$ cat config.mk
export PLATFORM = sky130hd
export DESIGN_NAME = serial_adder_flat
export DESIGN_NICKNAME = d
export VERILOG_FILES = /design/src/rtl/serial_adder_if.sv /design/src/rtl/serial_adder.sv /design/src/flat_wrapper.sv
export SDC_FILE = /design/constraint.sdc
export NUM_CORES = 1
export LEC_CHECK = 0
export BUFFER_PORTS_ARGS = -buffer_cell sky130_fd_sc_hd__buf_2
export CAP_MARGIN = 20
export CORE_MARGIN = 5
export CORE_UTILIZATION = 53
export CTS_BUF_LIST = sky130_fd_sc_hd__clkbuf_16
export DETAILED_ROUTE_END_ITERATION = 7
export PLACE_DENSITY = 0.85
export SETUP_SLACK_MARGIN = 0.3
export SYNTH_ARGS = -nofsm -noshare
export SYNTH_HDL_FRONTEND = slang
export SYNTH_SLANG_ARGS = --single-unit
$ cat constraint.sdc
create_clock -name clk -period 1.62 [get_ports clk]
set_input_delay 0.243 -clock clk [delete_from_list [all_inputs] [get_ports clk]]
set_output_delay 0.243 -clock clk [all_outputs]
set_load 0.01 [all_outputs]
$ cat src/rtl/serial_adder_if.sv
// Operand/result bundle between the APU sequencer and the bit-serial add/subtract unit.
// clk and reset stay plain ports on the modules that use this interface.
interface serial_adder_if #(
    parameter int WIDTH = 8
);
    logic             start;
    logic             sub;
    logic             carryIn;
    logic [WIDTH-1:0] a;
    logic [WIDTH-1:0] b;
    logic             busy;
    logic             done;
    logic [WIDTH-1:0] f;
    logic             carryOut;
    logic             overflow;

    modport master (
        output start, sub, carryIn, a, b,
        input  busy, done, f, carryOut, overflow
    );

    modport slave (
        input  start, sub, carryIn, a, b,
        output busy, done, f, carryOut, overflow
    );
endinterface

$ cat src/rtl/serial_adder.sv
// Bit-serial add/subtract: one full-adder cell (two half adders plus an OR) processes the
// operands LSB first. The carry is held in a flop between cycles, and results appear with a one-cycle done pulse.
module half_adder (
    input  logic x,
    input  logic y,
    output logic s,
    output logic c
);
    assign s = x ^ y;
    assign c = x & y;
endmodule

module serial_adder #(
    parameter int WIDTH = 8
) (
    input  logic           clk,
    input  logic           reset,
    serial_adder_if.slave  bus
);
    localparam int CW = $clog2(WIDTH);

    typedef enum logic [1:0] {IDLE, SHIFT, DONE} state_t;

    state_t           state, state_next;
    logic [WIDTH-1:0] op_a, op_b, acc;
    logic [CW-1:0]    count;
    logic             carry;
    logic [WIDTH-1:0] f_q;
    logic             carry_out_q, overflow_q;

    logic             accept, last;
    logic             hs, hc0, hc1, sum, carry_next;
    logic [WIDTH-1:0] acc_next;

    // The full-adder cell is always active; its result only matters while in SHIFT.
    half_adder ha_0 (.x(op_a[0]), .y(op_b[0]), .s(hs),  .c(hc0));
    half_adder ha_1 (.x(hs),      .y(carry),   .s(sum), .c(hc1));

    assign carry_next = hc0 | hc1;
    assign acc_next   = {sum, acc[WIDTH-1:1]};
    assign accept     = bus.start && (state == IDLE || state == DONE);
    assign last       = (count == CW'(WIDTH - 1));

    // NOTE: sequential state uses non-blocking assignments so every flop samples pre-edge values.
    always_ff @(posedge clk) begin
        if (reset) state <= IDLE;
        else       state <= state_next;
    end

    // NOTE: state_next gets a default before the case so no path leaves it unassigned (no latch).
    always_comb begin
        state_next = state;
        case (state)
            IDLE:    if (bus.start) state_next = SHIFT;
            SHIFT:   if (last)      state_next = DONE;
            DONE:    state_next = bus.start ? SHIFT : IDLE;
            default: state_next = IDLE;
        endcase
    end

    // NOTE: every datapath register is cleared on reset so an aborted operation leaves no residue.
    always_ff @(posedge clk) begin
        if (reset) begin
            op_a        <= '0;
            op_b        <= '0;
            acc         <= '0;
            count       <= '0;
            carry       <= 1'b0;
            f_q         <= '0;
            carry_out_q <= 1'b0;
            overflow_q  <= 1'b0;
        end else if (accept) begin
            op_a  <= bus.a;
            op_b  <= bus.sub ? ~bus.b : bus.b;
            carry <= bus.sub | bus.carryIn;
            acc   <= '0;
            count <= '0;
        end else if (state == SHIFT) begin
            op_a  <= op_a >> 1;
            op_b  <= op_b >> 1;
            carry <= carry_next;
            acc   <= acc_next;
            count <= count + CW'(1);
            // Visible results only move on the edge that enters DONE.
            if (last) begin
                f_q         <= acc_next;
                carry_out_q <= carry_next;
                overflow_q  <= carry ^ carry_next;
            end
        end
    end

    assign bus.busy     = (state == SHIFT);
    assign bus.done     = (state == DONE);
    assign bus.f        = f_q;
    assign bus.carryOut = carry_out_q;
    assign bus.overflow = overflow_q;
endmodule

$ cat src/flat_wrapper.sv
// flat-port wrapper written by rule: the top's interface ports become plain ports
module serial_adder_flat 
#(
    parameter int WIDTH = 8
)
  (clk, reset, bus_start, bus_sub, bus_carryIn, bus_a, bus_b, bus_busy, bus_done, bus_f, bus_carryOut, bus_overflow);
  serial_adder_if #(.WIDTH(WIDTH)) bus_i ();
  input  logic clk;
  input  logic reset;
  input wire logic [$bits(bus_i.start)-1:0] bus_start;
  input wire logic [$bits(bus_i.sub)-1:0] bus_sub;
  input wire logic [$bits(bus_i.carryIn)-1:0] bus_carryIn;
  input wire logic [$bits(bus_i.a)-1:0] bus_a;
  input wire logic [$bits(bus_i.b)-1:0] bus_b;
  output wire logic [$bits(bus_i.busy)-1:0] bus_busy;
  output wire logic [$bits(bus_i.done)-1:0] bus_done;
  output wire logic [$bits(bus_i.f)-1:0] bus_f;
  output wire logic [$bits(bus_i.carryOut)-1:0] bus_carryOut;
  output wire logic [$bits(bus_i.overflow)-1:0] bus_overflow;
  assign bus_i.start = bus_start;
  assign bus_i.sub = bus_sub;
  assign bus_i.carryIn = bus_carryIn;
  assign bus_i.a = bus_a;
  assign bus_i.b = bus_b;
  assign bus_busy = bus_i.busy;
  assign bus_done = bus_i.done;
  assign bus_f = bus_i.f;
  assign bus_carryOut = bus_i.carryOut;
  assign bus_overflow = bus_i.overflow;
  serial_adder #(.WIDTH(WIDTH)) u_core (.clk(clk), .reset(reset), .bus(bus_i));
endmodule
==> results.txt <==
status -> completed
Vias/cell -> 5.659
Reg2Reg Depth -> 6
ant diodes -> 0
clock share of power -> 40.6%
area grow syn2layout -> 26.40%
hold_ws -> 0.2461 ns
largest stage delay on the critical path -> 0.34 ns
sequential power share -> 47.0%
Netlist cell types -> 26
CTS Root Cell -> clkbuf_16
hold path start -> bus_a[6]
most common cell in the netlist -> nand2_1
vias in the first global route -> 1372
reg2reg end -> u_core.bus.f[1]
Synth top area share -> 48.45%
crit path time final -> 1.328 ns
I/O Buffers -> 32
Post-synth EDFFs -> 0
ys flop type -> dfxtp_1
num ports -> 33
Buf+Inv Stages, Crit Path -> 1
VDD IR max -> 654.9 µV
Final ANT Viol Nets -> 0
Starting Density -> 54.12%
Async S/R FF share, synth -> 0%
CP required -> 1.78 ns
drt pass-1 iters -> 4
critical path fanouts, max -> 5
final worst slack -> 0.2922 ns
Max-Cap Viols -> 0
drt wl/cell -> 14.96 µm
CTS tree -> yes
Worst-Skew Late Latency -> 0.28 ns
Min-Delay Endpoint -> u_core.op_a[6]
Register Area -> 788.3 µm²
Post-Syn Instances -> 187
chip height -> 65.14 µm
Worst-Margin Slew -> 0.4202 ns
Vias -> 1460
FP Rows -> 20
unrepaired setup endpoints after global routing -> false
CP max-delay cell -> dfxtp_2
Pleak -> 0.8072 nW
crit-path leading delay family -> flip-flops
largest net degree at the start of global routing -> 19
Post-Syn Area -> 1612 µm²
register bit count reported by yosys -> 39
initial antenna violation count -> 0
Setup TNS -> 0 ns
crit-path cells -> ha_4, ha_4, and3b_2, buf_6, nand2_1, a21oi_1
hold path depth -> 3
Post-synth top cells -> nand2_1 (40), dfxtp_1 (39), nor3_1 (27)
Final Hold Viols -> 0
Clock Tree Buf Depth -> 2
syn avg cell area -> 8.618 µm²
reg2reg setup slack -> 0.29 ns
first-pass GRT wire length -> 5996 µm
DIE AREA -> 4243 µm²
clock sink total -> 39
fin. max-slew vios -> 0
CP endpoint kind -> register
share of total power in combinational logic -> 12.4%
worst clock skew -> 0.003008 ns
DP Wirelength -> 2206 µm
Total GRT Usage -> 18.52%
number of DRC markers in iteration 0 -> 119
reg2reg start -> u_core.count[0]
Pwr Total -> 2.221 mW
Synth warnings -> 0
synth top area cells -> dfxtp_1 (48%), nand2_1 (9.3%), nor3_1 (8.4%)
CP startpoint kind -> register
syn nets -> 211
WS Path Type -> register to register
Most common cell on crit path -> ha_4
CP arrival -> 1.48 ns
Switch Pwr -> 0.5390 mW
global placement routability congestion -> 0.7589
DRC violations left -> 0
Net Sw Frac -> 24.27%
Hold/Removal Path Class -> input pin to register
largest area contributor in the netlist -> dfxtp_1
share of layout cells above drive strength 1 -> 30.22%
Cell Pwr Density -> 1090 nW/µm²
Power Internal -> 1.682 mW
Max Fclk -> 753.1 MHz
Filler cells -> 213
Final #Nets -> 248
dpl ws -> 0.2085 ns
multi-input logic area -> 778.2 µm²
Core Area -> 2978 µm²
H-Tree Depth -> 2
gr ovfl total -> 0
Routed WL -> 3859 µm
Slew Limit Headroom -> 71.99%
placed cell area -> 1752 µm²
cts hold-fix bufs -> 0
Final setup viols -> 0
Clock Pin Slew Worst Setup and Hold Paths -> 0.05 ns
fin area -> 2037 µm²
CTS buffer count -> 5
Final Cycle Share -> 81.96%
Die X -> 65.14 µm
sequential share of the synthesized area -> 48.45%
-- worst min-delay path: cells and delay by family --
kind                   cells  cell delay [ns]
buffers and inverters      1             0.09
AO/OA/AOI/OAI              1             0.05
AND/OR/NAND/NOR            1             0.09
-- worst max path at each step --
stage / from / to / slack [ns] / depth (start not counted)
after floorplan: u_core.count[0] / u_core.bus.overflow / 0.34 / 5
after global placement: u_core.count[0] / u_core.bus.overflow / 0.26 / 5
final: u_core.count[0] / u_core.bus.f[1] / 0.29 / 6
after detailed placement: u_core.count[0] / u_core.bus.overflow / 0.21 / 5
after CTS: u_core.count[0] / u_core.bus.overflow / 0.29 / 5
after global routing: u_core.count[0] / u_core.bus.f[3] / 0.27 / 6
-- per-layer routing --
layer / vias up / global-route usage [%] / share of wire, %
li1: 724 / - / -
met1: 675 / 21.13 / 41
met2: 52 / 30.78 / 50
met3: 9 / 5.812 / 6.4
met4: 0 / 10.10 / 2.7
met5: - / 0 / 0
-- logic make-up (layout without fill, tap and decap cells) --
group                      Yosys count  after routing  share of synthesized area [%]
AOI/OAI and AO/OA                   37             37                          13.12
and+or+nand+nor                     81             81                          22.44
xor gates and xnor gates            10             10                          5.435
muxes                                1              1                         0.6211
buffers and inverters               16             54                          7.143
DFF                                 39             39                          48.45
adders and majority gates            3              3                          2.795
-- through the flow --
stage,util (%),cells
after global routing,68.40,258
after floorplan,-,187
final,68.40,258
after detailed placement,58.82,243
after CTS,64.33,253
after global placement,58.82,243
-- what timing repair did --
action	CTS	global route
gates resized for setup	6	19
buffers inserted	1	5
gates cloned	1	0
setup endpoints to repair	11	11
pin swaps	0	0
-- sequential cells by signal, summed over array words and instances (netlist names) --
register	count
u_core.bus.overflow	1
u_core.op_a	8
u_core.bus.carryOut	1
u_core.op_b	8
u_core.count	3
u_core.acc	7
u_core.bus.f	8
u_core.state	2
u_core.carry	1
-- layout by cell type, fill, tap and decap left out, types with 2 or more instances in the layout --
cell type / netlist / layout
buf_4: 1 / 9
dfxtp_1: 39 / 35
clkbuf_16: 0 / 5
nor2_1: 5 / 5
ha_4: 0 / 2
nand2_1: 40 / 36
o22ai_1: 13 / 13
a21oi_2: 0 / 3
nor3_1: 27 / 27
a21oi_1: 19 / 16
nor2b_1: 2 / 2
dfxtp_2: 0 / 3
xor2_1: 8 / 8
clkinv_1: 0 / 2
nand3_1: 2 / 2
buf_2: 7 / 32
xnor2_1: 2 / 2
buf_6: 5 / 2
nand2_2: 0 / 4
nand2b_1: 3 / 2
-- power groups by stage --
stage          Combinational (mW)  Clock, mW  Sequential, mW
3_3_place_gp                0.244          0            1.06
5_1_grt                     0.302      0.955            1.05
4_1_cts                     0.259      0.918            1.04
3_5_place_dp                0.249          0            1.06
6_report                    0.275      0.902            1.04
2_1_floorplan               0.201          0            1.05
-- layout make-up --
| type | instances | share of cell area [%] |
|---|---|---|
| repair inverters | 1 | 0.3071 |
| well taps | 33 | 2.027 |
| clock buffers | 5 | 6.143 |
| inverters | 1 | 0.7985 |
| multi-input cells | 132 | 38.21 |
| clock inverters | 3 | 0.5528 |
| flip-flops and latches | 39 | 38.70 |
| repair buffers | 44 | 13.27 |
Power figures use the tool's default switching activity.
